$ cat src/rtl/instr_fetch_if.sv
// Fetch-stage bus bundle: instruction-memory request/response, the decode-side
// instruction stream, and the redirect input from the branch unit.
interface instr_fetch_if;
   logic        imem_req_valid;
   logic        imem_req_ready;
   logic [31:0] imem_req_addr;
   logic        imem_rsp_valid;
   logic [31:0] imem_rsp_data;
   logic        instr_valid;
   logic        instr_ready;
   logic [31:0] instr;
   logic [31:0] instr_pc;
   logic        redirect_valid;
   logic [31:0] redirect_pc;

   // Fetch unit side.
   modport master (
      output imem_req_valid, imem_req_addr, instr_valid, instr, instr_pc,
      input  imem_req_ready, imem_rsp_valid, imem_rsp_data, instr_ready,
      redirect_valid, redirect_pc
   );

   // Memory and decode side.
   modport slave (
      input  imem_req_valid, imem_req_addr, instr_valid, instr, instr_pc,
      output imem_req_ready, imem_rsp_valid, imem_rsp_data, instr_ready,
      redirect_valid, redirect_pc
   );
endinterface

$ cat src/rtl/instr_fetch.sv
// Instruction fetch stage: issues word fetches, tags them with their PC, and
// buffers in-order responses for decode. On a redirect, responses still in flight are dropped.
module instr_fetch #(
   parameter logic [31:0] RESET_PC = 32'h0000_0000,
   parameter int          DEPTH    = 2
) (
   input logic           clk,
   input logic           rst,
   instr_fetch_if.master bus
);
   localparam int            CW      = $clog2(DEPTH + 1);
   localparam int            AW      = (DEPTH > 1) ? $clog2(DEPTH) : 1;
   localparam logic [AW-1:0] LAST    = AW'(DEPTH - 1);
   localparam logic [CW:0]   DEPTH_W = (CW + 1)'(DEPTH);
   localparam logic [CW-1:0] FULL    = CW'(DEPTH);

   // Handshakes: a request transfers in a cycle where imem_req_valid and
   // imem_req_ready are both high; an instruction transfers when instr_valid and
   // instr_ready are both high; imem_rsp_valid is always accepted.

   logic [31:0]   pc;
   logic [CW-1:0] outstanding;
   logic [CW-1:0] drop_cnt;
   logic [CW-1:0] fifo_count;
   logic [CW-1:0] outstanding_next;
   logic [31:0]   tag_mem  [DEPTH];
   logic [31:0]   data_mem [DEPTH];
   logic [31:0]   pc_mem   [DEPTH];
   logic [AW-1:0] tag_wr, tag_rd, fifo_wr, fifo_rd;

   logic req_valid, req_fire, rsp, fifo_push, fifo_pop, instr_valid;

   wire unused_redirect_low = &{1'b0, bus.redirect_pc[1:0]};

   function automatic logic [AW-1:0] ptr_inc(input logic [AW-1:0] p);
      return (p == LAST) ? '0 : p + AW'(1);
   endfunction

   always_comb begin
      req_valid        = ~rst & (({1'b0, outstanding} + {1'b0, fifo_count}) < DEPTH_W);
      req_fire         = req_valid & bus.imem_req_ready;
      rsp              = bus.imem_rsp_valid;
      instr_valid      = (fifo_count != '0) & ~bus.redirect_valid;
      fifo_push        = rsp & (drop_cnt == '0) & ~bus.redirect_valid;
      fifo_pop         = instr_valid & bus.instr_ready;
      outstanding_next = outstanding + CW'(req_fire) - CW'(rsp);
   end

   always_ff @(posedge clk or posedge rst) begin
      if (rst) begin
         pc          <= {RESET_PC[31:2], 2'b00};
         outstanding <= '0;
         drop_cnt    <= '0;
         fifo_count  <= '0;
         tag_wr      <= '0;
         tag_rd      <= '0;
         fifo_wr     <= '0;
         fifo_rd     <= '0;
         for (int i = 0; i < DEPTH; i++) begin
            tag_mem[i]  <= '0;
            data_mem[i] <= '0;
            pc_mem[i]   <= '0;
         end
      end else begin
         outstanding <= outstanding_next;
         // The tag queue tracks every in-flight request, including ones a redirect has orphaned.
         if (req_fire) begin
            tag_mem[tag_wr] <= pc;
            tag_wr          <= ptr_inc(tag_wr);
         end
         if (rsp) tag_rd <= ptr_inc(tag_rd);

         if (bus.redirect_valid) begin
            pc         <= {bus.redirect_pc[31:2], 2'b00};
            drop_cnt   <= outstanding_next;
            fifo_count <= '0;
            fifo_wr    <= '0;
            fifo_rd    <= '0;
         end else begin
            if (req_fire) pc <= pc + 32'd4;
            if (rsp && drop_cnt != '0) drop_cnt <= drop_cnt - CW'(1);
            if (fifo_push) begin
               data_mem[fifo_wr] <= bus.imem_rsp_data;
               pc_mem[fifo_wr]   <= tag_mem[tag_rd];
               fifo_wr           <= ptr_inc(fifo_wr);
            end
            if (fifo_pop) fifo_rd <= ptr_inc(fifo_rd);
            case ({fifo_push, fifo_pop})
               2'b10:   fifo_count <= fifo_count + CW'(1);
               2'b01:   fifo_count <= fifo_count - CW'(1);
               default: ;
            endcase
         end
      end
   end

   assign bus.imem_req_valid = req_valid;
   assign bus.imem_req_addr  = pc;
   assign bus.instr_valid    = instr_valid;
   assign bus.instr          = data_mem[fifo_rd];
   assign bus.instr_pc       = pc_mem[fifo_rd];

   // Request throttling keeps the buffer from ever overflowing; responses never exceed requests.
   assert property (@(posedge clk) disable iff (rst) !(fifo_push && fifo_count == FULL));
   assert property (@(posedge clk) disable iff (rst) !(rsp && outstanding == '0));
endmodule

$ cat src/flat_wrapper.sv
// flat-port wrapper written by rule: the top's interface ports become plain ports
module instr_fetch_flat 
#(
   parameter logic [31:0] RESET_PC = 32'h0000_0000,
   parameter int          DEPTH    = 2
)
  (clk, rst, bus_imem_req_valid, bus_imem_req_addr, bus_instr_valid, bus_instr, bus_instr_pc, bus_imem_req_ready, bus_imem_rsp_valid, bus_imem_rsp_data, bus_instr_ready, bus_redirect_valid, bus_redirect_pc);
  instr_fetch_if bus_i ();
  input logic clk;
  input logic rst;
  output wire logic [$bits(bus_i.imem_req_valid)-1:0] bus_imem_req_valid;
  output wire logic [$bits(bus_i.imem_req_addr)-1:0] bus_imem_req_addr;
  output wire logic [$bits(bus_i.instr_valid)-1:0] bus_instr_valid;
  output wire logic [$bits(bus_i.instr)-1:0] bus_instr;
  output wire logic [$bits(bus_i.instr_pc)-1:0] bus_instr_pc;
  input wire logic [$bits(bus_i.imem_req_ready)-1:0] bus_imem_req_ready;
  input wire logic [$bits(bus_i.imem_rsp_valid)-1:0] bus_imem_rsp_valid;
  input wire logic [$bits(bus_i.imem_rsp_data)-1:0] bus_imem_rsp_data;
  input wire logic [$bits(bus_i.instr_ready)-1:0] bus_instr_ready;
  input wire logic [$bits(bus_i.redirect_valid)-1:0] bus_redirect_valid;
  input wire logic [$bits(bus_i.redirect_pc)-1:0] bus_redirect_pc;
  assign bus_imem_req_valid = bus_i.imem_req_valid;
  assign bus_imem_req_addr = bus_i.imem_req_addr;
  assign bus_instr_valid = bus_i.instr_valid;
  assign bus_instr = bus_i.instr;
  assign bus_instr_pc = bus_i.instr_pc;
  assign bus_i.imem_req_ready = bus_imem_req_ready;
  assign bus_i.imem_rsp_valid = bus_imem_rsp_valid;
  assign bus_i.imem_rsp_data = bus_imem_rsp_data;
  assign bus_i.instr_ready = bus_instr_ready;
  assign bus_i.redirect_valid = bus_redirect_valid;
  assign bus_i.redirect_pc = bus_redirect_pc;
  instr_fetch #(.RESET_PC(RESET_PC), .DEPTH(DEPTH)) u_core (.clk(clk), .rst(rst), .bus(bus_i));
endmodule
$ cat config.mk
export PLATFORM = sky130hd
export DESIGN_NAME = instr_fetch_flat
export DESIGN_NICKNAME = d
export VERILOG_FILES = /design/src/rtl/instr_fetch_if.sv /design/src/rtl/instr_fetch.sv /design/src/flat_wrapper.sv
export SDC_FILE = /design/constraint.sdc
export NUM_CORES = 1
export LEC_CHECK = 0
export BUFFER_PORTS_ARGS = -buffer_cell sky130_fd_sc_hd__buf_2
export CAP_MARGIN = 5
export CORE_MARGIN = 4
export CORE_UTILIZATION = 60
export CTS_CLUSTER_SIZE = 20
export DETAILED_ROUTE_END_ITERATION = 6
export PLACE_DENSITY = 0.92
export SYNTH_ARGS = -nofsm -noshare
export SYNTH_HDL_FRONTEND = slang
export SYNTH_SLANG_ARGS = --single-unit
$ cat constraint.sdc
create_clock -name clk -period 18.3 [get_ports clk]
set_clock_uncertainty 0.2 [all_clocks]
set_input_delay 0 -clock clk [delete_from_list [all_inputs] [get_ports clk]]
set_output_delay 0 -clock clk [all_outputs]
set_load 0.05 [all_outputs]
Word level (Yosys, flattened, before mapping)
Cells that the tools add are included.
- add/subtract/negate cells: 11
- order comparisons: 7
- equality and inequality tests: 2
- multiplexer cells: 30
- bitwise operators: 12
- reductions and logical operators: 12
- operator list (operator ; count):
    $mux W32 ; 13
    $bwmux W64 ; 3
    $demux W32 S1 ; 2
    $add A32 B3 Y32 const B ; 1
    $reduce_bool A2 Y1 ; 6
    $ge A2 B2 Y1 const B ; 4
    $mux W1 ; 8
    $not A1 Y2 ; 4
    $and A1 B1 Y1 ; 6
    $mux W2 ; 3
    $add A1 B1 Y1 const B ; 4
    $lt A2 B1 Y1 const B ; 2
    $pmux W2 S2 ; 1
    $sub A2 B1 Y2 const B ; 2
    $add A2 B2 Y3 ; 1
    $logic_and A1 B1 Y1 ; 3
    $lt A3 B2 Y1 const B ; 1
    $reduce_bool A3 Y1 ; 1
    $add A2 B1 Y2 ; 1
    $add A2 B1 Y2 const B ; 1
    $eq A2 B1 Y1 const B ; 1
    $eq A2 B2 Y1 const B ; 1
    $logic_not A2 Y1 ; 1
    $not A1 Y1 ; 2
    other kinds (2) ; 2
- bits in registers: 234
- input port bits: 70
- output and inout port bits: 98
- logic and storage cells: 88

Longest topological paths before layout
Gate-level depths: netlist of the first run.
- depth in word-level cells: 7
- mapped depth: 10
- mapped depth without buffers: 9

Least setup slack after synthesis of the first run
OpenSTA, ideal clock, no wires.
- path kind: register -> register
- start point: register u_core.fifo_count[0]
- end point: register u_core.pc[15] (netlist: u_core.bus.imem_req_addr[15])
- library setup time: 0.082 ns
- arrival: 2.947 ns
- required time: 18.018 ns
- setup slack: 15.071 ns
- stages on the path, launching flop included: 9
- path buffers: 2
- clock period less this slack: 3.229 ns
- cells stage by stage: dfrtp_1 > and2_1 > fa_1 > or4b_1 > buf_2 > or4_4 > buf_6 > or4_1 > a31oi_1
- word-level cells in the longest chain between the ends: 5
- ends and longest elaborated chain (element ; line ; source):
    start: declaration ; instr_fetch.sv:24 ; logic [CW-1:0] fifo_count;
    start signal: assignment ; instr_fetch.sv:89 ; 2'b10: fifo_count <= fifo_count + CW'(1);
    start signal: assignment ; instr_fetch.sv:90 ; 2'b01: fifo_count <= fifo_count - CW'(1);
    $add A2 B2 Y3 ; instr_fetch.sv:40 ; req_valid = ~rst & (({1'b0, outstanding} + {1'b0, fifo_count}) < DEPTH_W);
    $lt A3 B2 Y1 ; instr_fetch.sv:40 ;
    $and A1 B1 Y1 ; instr_fetch.sv:40 ;
    $and A1 B1 Y1 ; instr_fetch.sv:41 ; req_fire = req_valid & bus.imem_req_ready;
    $reduce_bool A2 Y1 (no source line) ; - ;
    end signal: assignment ; instr_fetch.sv:51 ; pc <= {RESET_PC[31:2], 2'b00};
    end signal: assignment ; instr_fetch.sv:74 ; pc <= {bus.redirect_pc[31:2], 2'b00};
    end signal: assignment ; instr_fetch.sv:80 ; if (req_fire) pc <= pc + 32'd4;
    end: declaration ; instr_fetch.sv:21 ; logic [31:0] pc;
Every way passes these cells.
A chain may end at the register's enable or synchronous reset.

Final worst setup path of the first run
- start point: register u_core.fifo_count[0]
- end point: register u_core.pc[20] (netlist: u_core.bus.imem_req_addr[20])
Same word-level chain as after synthesis.

==> metrics.log, run 1 <==
INFO  metric grt_pass1_wl = 40570 µm
INFO  metric placement.setup.worst_slack = 14880 ps
INFO  metric number_of_global_route_vias_before_repair = 7987
INFO  metric required = 18470 ps
INFO  metric cts_buffers = 23
INFO  metric fp.coreArea = 0.01612 mm²
INFO  metric drt_wl_total = 25230 µm
INFO  metric timing.critical_path.fanout_max = 22
INFO  metric clock_insertion_delay_worst_skew = 500 ps
INFO  metric placement_rows = 46
INFO  metric clk_pin_slew = 60 ps
INFO  metric post_cts.resized_instances = 0
INFO  metric final_critical_path_setup_slack = 14320 ps
INFO  metric critical_path.startpoint_type = flip-flop
INFO  metric synth.ff_latch_count = 224
INFO  metric netSwitchingFraction = 40.51%
INFO  metric final_cell_area = 0.01257 mm²
INFO  metric rsz0062_at_grt = no
INFO  metric start_util = 61.93%
INFO  metric layout.nets = 1127
INFO  metric routed_len_inst = 19.66 µm
INFO  metric die-height = 137.0 µm
INFO  metric yosys_warnings = 0
INFO  metric dr.pass1.iters = 5
INFO  metric grt_remaining_overflow = 0
INFO  metric post-route-drc-count = 0
INFO  metric finalHoldViolations = 0
INFO  metric vias = 7630
INFO  metric synthTopCellsByCount = 224 x sky130_fd_sc_hd__dfrtp_1, 181 x sky130_fd_sc_hd__mux2_2, 61 x sky130_fd_sc_hd__nand2_1
INFO  metric yosysMostFrequentCell = sky130_fd_sc_hd__dfrtp_1
INFO  metric setup_viol_count_final = 0
INFO  metric filler_cell_count = 882
INFO  metric drv.max_cap_violation_count = 0
INFO  metric final_design_utilization = 77.99%
INFO  metric cts-htree-levels = 1
INFO  metric crit_arrival = 4160 ps
INFO  metric worst_r2r_path_depth = 7
INFO  metric synth_top_area_share = 56.16%
INFO  metric dieArea = 0.01876 mm²
INFO  metric clock_sink_count = 224
INFO  metric p_sw = 0.9070 mW
INFO  metric final.period_utilization = 21.77%
INFO  metric area_of_placed_instances = 0.01091 mm²
INFO  metric areaGrowthSynthToFinish = 25.92%
INFO  metric cts.root.buffer_cell = sky130_fd_sc_hd__clkbuf_16
INFO  metric period_needed = 3983 ps
INFO  metric power.static_leakage = 5.685 nW
INFO  metric yosys_most_used_dff = sky130_fd_sc_hd__dfrtp_1
INFO  metric yosys_top_cell_by_area = sky130_fd_sc_hd__dfrtp_1
INFO  metric max_freq = 0.2511 GHz
INFO  metric ir_worst_vdd = 0.09849 mV
INFO  metric timing.critical_path.to_type = flip-flop
INFO  metric cts_tree = yes
INFO  metric synthCells = 821
INFO  metric post_synth_num_cell_types = 42
INFO  metric maximum_number_of_pins_on_one_net_before_global_route_repair = 154
INFO  metric comb_power_share = 40.6%
INFO  metric worst-slew-pin-transition = 1055 ps
INFO  metric portBuffers = 161
INFO  metric max_slew_margin = 29.68%
INFO  metric final_antenna_net_count = 0
INFO  metric share_clk_of_total_power = 20.8%
INFO  metric timing.setup.critical_path_class = flip-flop to flip-flop
INFO  metric final_layout_size_suffix_gt1_share = 36.68%
INFO  metric post_synth_instance_area = 0.009981 mm²
INFO  metric setup_tns = 0 ps
INFO  metric result_of_the_run = finished, final reports clean
INFO  metric register_area_share_after_synthesis = 56.16%
INFO  metric fp.dieW = 137.0 µm
INFO  metric synth_area_per_cell = 12.16 µm²
INFO  metric via_cell_ratio = 5.947
INFO  metric asyncSetResetFlopFracSynth = 100.0%
INFO  metric grt_util_all_layers = 26.99%
INFO  metric synth_edf_count = 0
INFO  metric drt-initial-drc-count = 488
INFO  metric final_gp_congestion = 0.7937
INFO  metric netlist_top_cells_area = sky130_fd_sc_hd__dfrtp_1 56%, sky130_fd_sc_hd__mux2_2 20%, sky130_fd_sc_hd__mux2i_1 3.2%, sky130_fd_sc_hd__o21ai_0 2.4%, sky130_fd_sc_hd__nand2_1 2.3%
INFO  metric power_report.internal_total = 1.332 mW
INFO  metric slew_viol_final = 0
INFO  metric max-clock-path-buffers = 3
INFO  metric fin_worst_hold_slack = 40.66 ps
INFO  metric power.density = 178.2 mW/mm²
INFO  metric sequentialPowerShare = 38.5%
INFO  metric min_path_type = input pin to asynchronous set/reset pin
INFO  metric post-dp-hpwl = 14020 µm
INFO  metric io-pin-count = 168
INFO  metric initial_antenna_violation_count = 0
-- cells by family (layout without fill, tap and decap cells) --
group / Yosys count / count (layout) / synth area share [%]
mux: 213 / 213 / 23.63
other cells: 1 / 5 / 0.03757
buf+inv: 69 / 311 / 2.846
compound gates: 121 / 121 / 7.108
xor+xnor: 15 / 15 / 1.316
simple gates: 173 / 173 / 8.199
flops: 224 / 224 / 56.16
fa+ha+maj: 5 / 5 / 0.7020
-- placed cells by master, fill, tap and decap left out, types with 23 or more instances in the layout --
cell type                       instances
sky130_fd_sc_hd__dfrtp_1              222
sky130_fd_sc_hd__mux2_2               181
sky130_fd_sc_hd__nand2_1               61
sky130_fd_sc_hd__mux2i_1               32
sky130_fd_sc_hd__a21oi_1               31
sky130_fd_sc_hd__buf_2                161
sky130_fd_sc_hd__clkbuf_16             23
sky130_fd_sc_hd__o21ai_0               47
sky130_fd_sc_hd__dlygate4sd3_1         90
sky130_fd_sc_hd__nor2_1                54
-- what timing repair did --
item,CTS,global route
setup buffers,0,0
hold buffers,90,0
endpoints found under the setup margin,0,0
hold endpoints to repair,256,0
-- cell type report --
type	instances	area, µm²	share of cell area [%]
sequential	224	5608	44.62
multi-input combinational	531	4110	32.70
timing repair buffer	259	1767	14.06
clock buffer	34	676.9	5.386
tap	216	270.3	2.150
clock inverter	5	77.57	0.6172
inverter	13	56.30	0.4480
antenna	1	2.502	0.01991
-- per-stage QoR --
stage | instances | total power [mW]
floorplan | 824 | 1.528
global placement | 1153 | 1.685
detailed placement | 1153 | 1.730
CTS | 1282 | 2.232
global route | 1282 | 2.350
finish | 1283 | 2.239
-- per-layer routing --
layer / wire (µm) / global-route usage, % / vias to the layer above
met4: 812 / 8.980 / 0
met1: 10150 / 34.74 / 3834
li1: - / - / 3400
met5: 0 / 0 / -
met2: 12650 / 46.46 / 321
met3: 1622 / 4.779 / 75
-- power groups by stage --
stage	Clock (mW)	Sequential (mW)	Combinational [mW]
floorplan	0	0.823	0.706
global route	0.495	0.886	0.970
CTS	0.471	0.855	0.906
detailed placement	0	0.858	0.873
global placement	0	0.838	0.847
finish	0.466	0.863	0.910
-- registers in the layout (all words and copies together) (netlist names), 2 cells and up --
register / cells
u_core.data_mem: 64
u_core.outstanding: 2
u_core.fifo_count: 2
u_core.bus.imem_req_addr: 30
u_core.drop_cnt: 2
u_core.pc_mem: 60
u_core.tag_mem: 60
-- path summary, 6_finish.rpt --
kind | slack, ps | from | to
worst max-delay path | 14320 | u_core.fifo_count[0]$_DFFE_PP0P_ | u_core.bus.imem_req_addr[20]$_DFFE_PP0P_
worst min-delay path | 40 | rst | u_core.fifo_count[1]$_DFFE_PP0P_
worst max register to register | 14320 | u_core.fifo_count[0]$_DFFE_PP0P_ | u_core.bus.imem_req_addr[20]$_DFFE_PP0P_
worst min register to register | 270 | u_core.pc_mem[16]$_DFFE_PP0P_ | u_core.pc_mem[16]$_DFFE_PP0P_
max in group asynchronous | 16260 | rst | u_core.pc_mem[36]$_DFFE_PP0P_
min in group clk | 90 | bus_redirect_pc[10] | u_core.bus.imem_req_addr[10]$_DFFE_PP0P_
-- critical path: stages, from the launching register on --
cell                            delay [ps]
sky130_fd_sc_hd__dfrtp_1               450
sky130_fd_sc_hd__and2_1                180
sky130_fd_sc_hd__fa_1                  440
sky130_fd_sc_hd__or3_1                 420
sky130_fd_sc_hd__or4_1                 890
sky130_fd_sc_hd__o311a_1               470
sky130_fd_sc_hd__a221o_1               250
sky130_fd_sc_hd__dlygate4sd3_1         550
(Power assumes the default switching activity.)
==> run 2: changes to the inputs <==
Settings changed: CORE_UTILIZATION 60 to 56, PLACE_DENSITY 0.92 to 0.87.
Clock period 18.3 ns to 4.2 ns, I/O delays scaled along.
==> run 2 against run 1 <==
Against the previous run:
- first-iteration DRC count down 33%
- die area is 6.7% higher
- power grew to 4.4 times the previous value
- sequential cell count is the same
- non-clock buffer count rose by 3
- critical path type unchanged
- utilization down 4.6 points
- highest routed layer unchanged
- register-to-register slack got worse by 14000 ps
- design area rose by 1.3%
- routed wire length shrank 4.6%
==> metrics.log, run 2 (same netlist as run 1, synthesis figures left out) <==
INFO  metric setup_tns = 0 ps
INFO  metric critical_path.reg2reg.endpoint = u_core.bus.imem_req_addr[20]$_DFFE_PP0P_
INFO  metric final_design_utilization = 73.39%
INFO  metric placement.setup.worst_slack = 783.7 ps
INFO  metric worst-slew-pin-transition = 964.2 ps
INFO  metric via_cell_ratio = 5.689
INFO  metric timing.critical_path.to_type = flip-flop
INFO  metric maximum_number_of_pins_on_one_net_before_global_route_repair = 139
INFO  metric grt_pass1_wl = 39990 µm
INFO  metric sequentialPowerShare = 38.0%
INFO  metric fp.coreArea = 0.01736 mm²
INFO  metric rsz0062_at_grt = no
INFO  metric period_needed = 3962 ps
INFO  metric timing.setup.critical_path_class = flip-flop to flip-flop
INFO  metric final_antenna_net_count = 0
INFO  metric portBuffers = 161
INFO  metric layout.cells.most_common = sky130_fd_sc_hd__dfrtp_1
INFO  metric drt-initial-drc-count = 326
INFO  metric max_freq = 0.2524 GHz
INFO  metric dieArea = 0.02002 mm²
INFO  metric post_layout_nonfiller_instances = 1299
INFO  metric regMostFlops = u_core.data_mem
INFO  metric max_slew_margin = 35.72%
INFO  metric cts_buffers = 24
INFO  metric overall_power = 9.898 mW
INFO  metric fin_worst_hold_slack = 81.45 ps
INFO  metric cts_hold_buffers = 92
INFO  metric ir_worst_vdd = 0.6074 mV
INFO  metric crit_path_start = u_core.fifo_count[0]$_DFFE_PP0P_
INFO  metric timing.critical_path.fanout_max = 22
INFO  metric die-height = 141.5 µm
INFO  metric drt_wl_total = 24080 µm
INFO  metric highest_count_cells_in_the_layout_ignoring_fill_and_taps = 222 x sky130_fd_sc_hd__dfrtp_1, 181 x sky130_fd_sc_hd__mux2_2, 161 x sky130_fd_sc_hd__buf_2
INFO  metric power.static_leakage = 5.752 nW
INFO  metric final_gp_congestion = 0.7701
INFO  metric finalHoldViolations = 0
INFO  metric max-clock-path-buffers = 3
INFO  metric setup_viol_count_final = 0
INFO  metric cts_tree = yes
INFO  metric ff2ff_setup_slack = 240 ps
INFO  metric worst_r2r_path_depth = 7
INFO  metric largestRegisters = u_core.data_mem: 64 flops, u_core.pc_mem: 60 flops, u_core.tag_mem: 60 flops
INFO  metric inserted_diodes = 0
INFO  metric dr.pass1.iters = 5
INFO  metric drv.max_cap_violation_count = 0
INFO  metric power.density = 777.1 mW/mm²
INFO  metric netSwitchingFraction = 39.48%
INFO  metric routed_len_inst = 18.54 µm
INFO  metric critical_path.startpoint_type = flip-flop
INFO  metric final_layout_size_suffix_gt1_share = 36.78%
INFO  metric crit_arrival = 4140 ps
INFO  metric number_of_flip_flops_in_the_largest_register = 64
INFO  metric vias = 7390
INFO  metric slew_viol_final = 0
INFO  metric post-route-drc-count = 0
INFO  metric initial_antenna_violation_count = 0
INFO  metric start_util = 57.50%
INFO  metric dp.cells = 1163
INFO  metric io-pin-count = 168
INFO  metric cts_setup_buffers = 0
INFO  metric p_sw = 3.907 mW
INFO  metric grt_remaining_overflow = 0
INFO  metric final_cell_area = 0.01274 mm²
INFO  metric cp-endpoint = u_core.bus.imem_req_addr[20]$_DFFE_PP0P_
INFO  metric fp.dieW = 141.5 µm
INFO  metric post_cts.resized_instances = 0
INFO  metric area_of_placed_instances = 0.01096 mm²
INFO  metric result_of_the_run = finished, final reports clean
INFO  metric clk_pin_slew = 60 ps
INFO  metric comb_power_share = 39.3%
INFO  metric grt_util_all_layers = 24.30%
INFO  metric final.period_utilization = 94.34%
INFO  metric final_critical_path_setup_slack = 237.5 ps
INFO  metric placement_rows = 48
INFO  metric number_of_global_route_vias_before_repair = 7802
INFO  metric power_report.internal_total = 5.990 mW
INFO  metric areaGrowthSynthToFinish = 27.62%
INFO  metric worstReg2RegStart = u_core.fifo_count[0]$_DFFE_PP0P_
INFO  metric layout.nets = 1131
INFO  metric cts.root.buffer_cell = sky130_fd_sc_hd__clkbuf_16
INFO  metric min_path_type = input pin to flip-flop
INFO  metric required = 4380 ps
INFO  metric post-dp-hpwl = 14010 µm
INFO  metric cts-htree-levels = 1
INFO  metric clock_sink_count = 224
INFO  metric share_clk_of_total_power = 22.7%
INFO  metric clock_insertion_delay_worst_skew = 500 ps
-- run 2: changes by cell type in the layout (fill, tap and decap cells not counted), sizes merged --
cell / change
bufinv: +2
clkbuf: +2
dlygate4sd3: +2
buf: +1
clkinv: +1
clkinvlp: +1
diode: -1
inv: -1
-- run 2: layer usage --
layer / track usage (%) / routed length, µm
met5: 0 / 0
met1: 33.10 / 10090
met3: 4.011 / 1488
met2: 41.21 / 12100
met4: 5.960 / 401
-- run 2: how the worst min path moves through the flow --
| stage | start | endpoint | slack (ps) | depth (start not counted) |
|---|---|---|---|---|
| finish | bus_imem_rsp_data[18] | u_core.data_mem[18]$_DFFE_PP0P_ | 80 | 3 |
| global route | bus_imem_rsp_data[18] | u_core.data_mem[18]$_DFFE_PP0P_ | 80 | 3 |
| CTS | bus_imem_rsp_data[21] | u_core.data_mem[21]$_DFFE_PP0P_ | 60 | 3 |
| detailed placement | rst | u_core.fifo_count[1]$_DFFE_PP0P_ | -190 | 2 |
| global placement | rst | u_core.fifo_count[1]$_DFFE_PP0P_ | -200 | 2 |
| floorplan | bus_imem_rsp_valid | u_core.tag_rd$_DFFE_PP0P_ | -110 | 1 |
-- run 2: area by class of cell --
class                           count  area, µm²
Clock buffer                       36      706.9
Clock inverter                      8      146.4
Fill cell                        1102       4619
Inverter                           13      52.55
Multi-Input combinational cell    531       4110
Sequential cell                   224       5608
Tap cell                          225      281.5
Timing Repair Buffer              262       1832
-- run 2: power groups by stage --
stage | Sequential, mW | Clock (mW) | Combinational, mW
CTS | 3.74 | 2.28 | 3.90
global placement | 3.67 | 0 | 3.69
floorplan | 3.58 | 0 | 3.08
finish | 3.76 | 2.24 | 3.89
global route | 3.87 | 2.39 | 4.17
detailed placement | 3.75 | 0 | 3.78
-- run 2: worst max-delay path: stages, from the launching register on --
cell and delay, ps:
sky130_fd_sc_hd__dfrtp_1 430, sky130_fd_sc_hd__and2_1 170, sky130_fd_sc_hd__fa_1 440, sky130_fd_sc_hd__or3_1 440, sky130_fd_sc_hd__or4_1 870, sky130_fd_sc_hd__o311a_1 450
sky130_fd_sc_hd__a221o_1 260, sky130_fd_sc_hd__dlygate4sd3_1 560
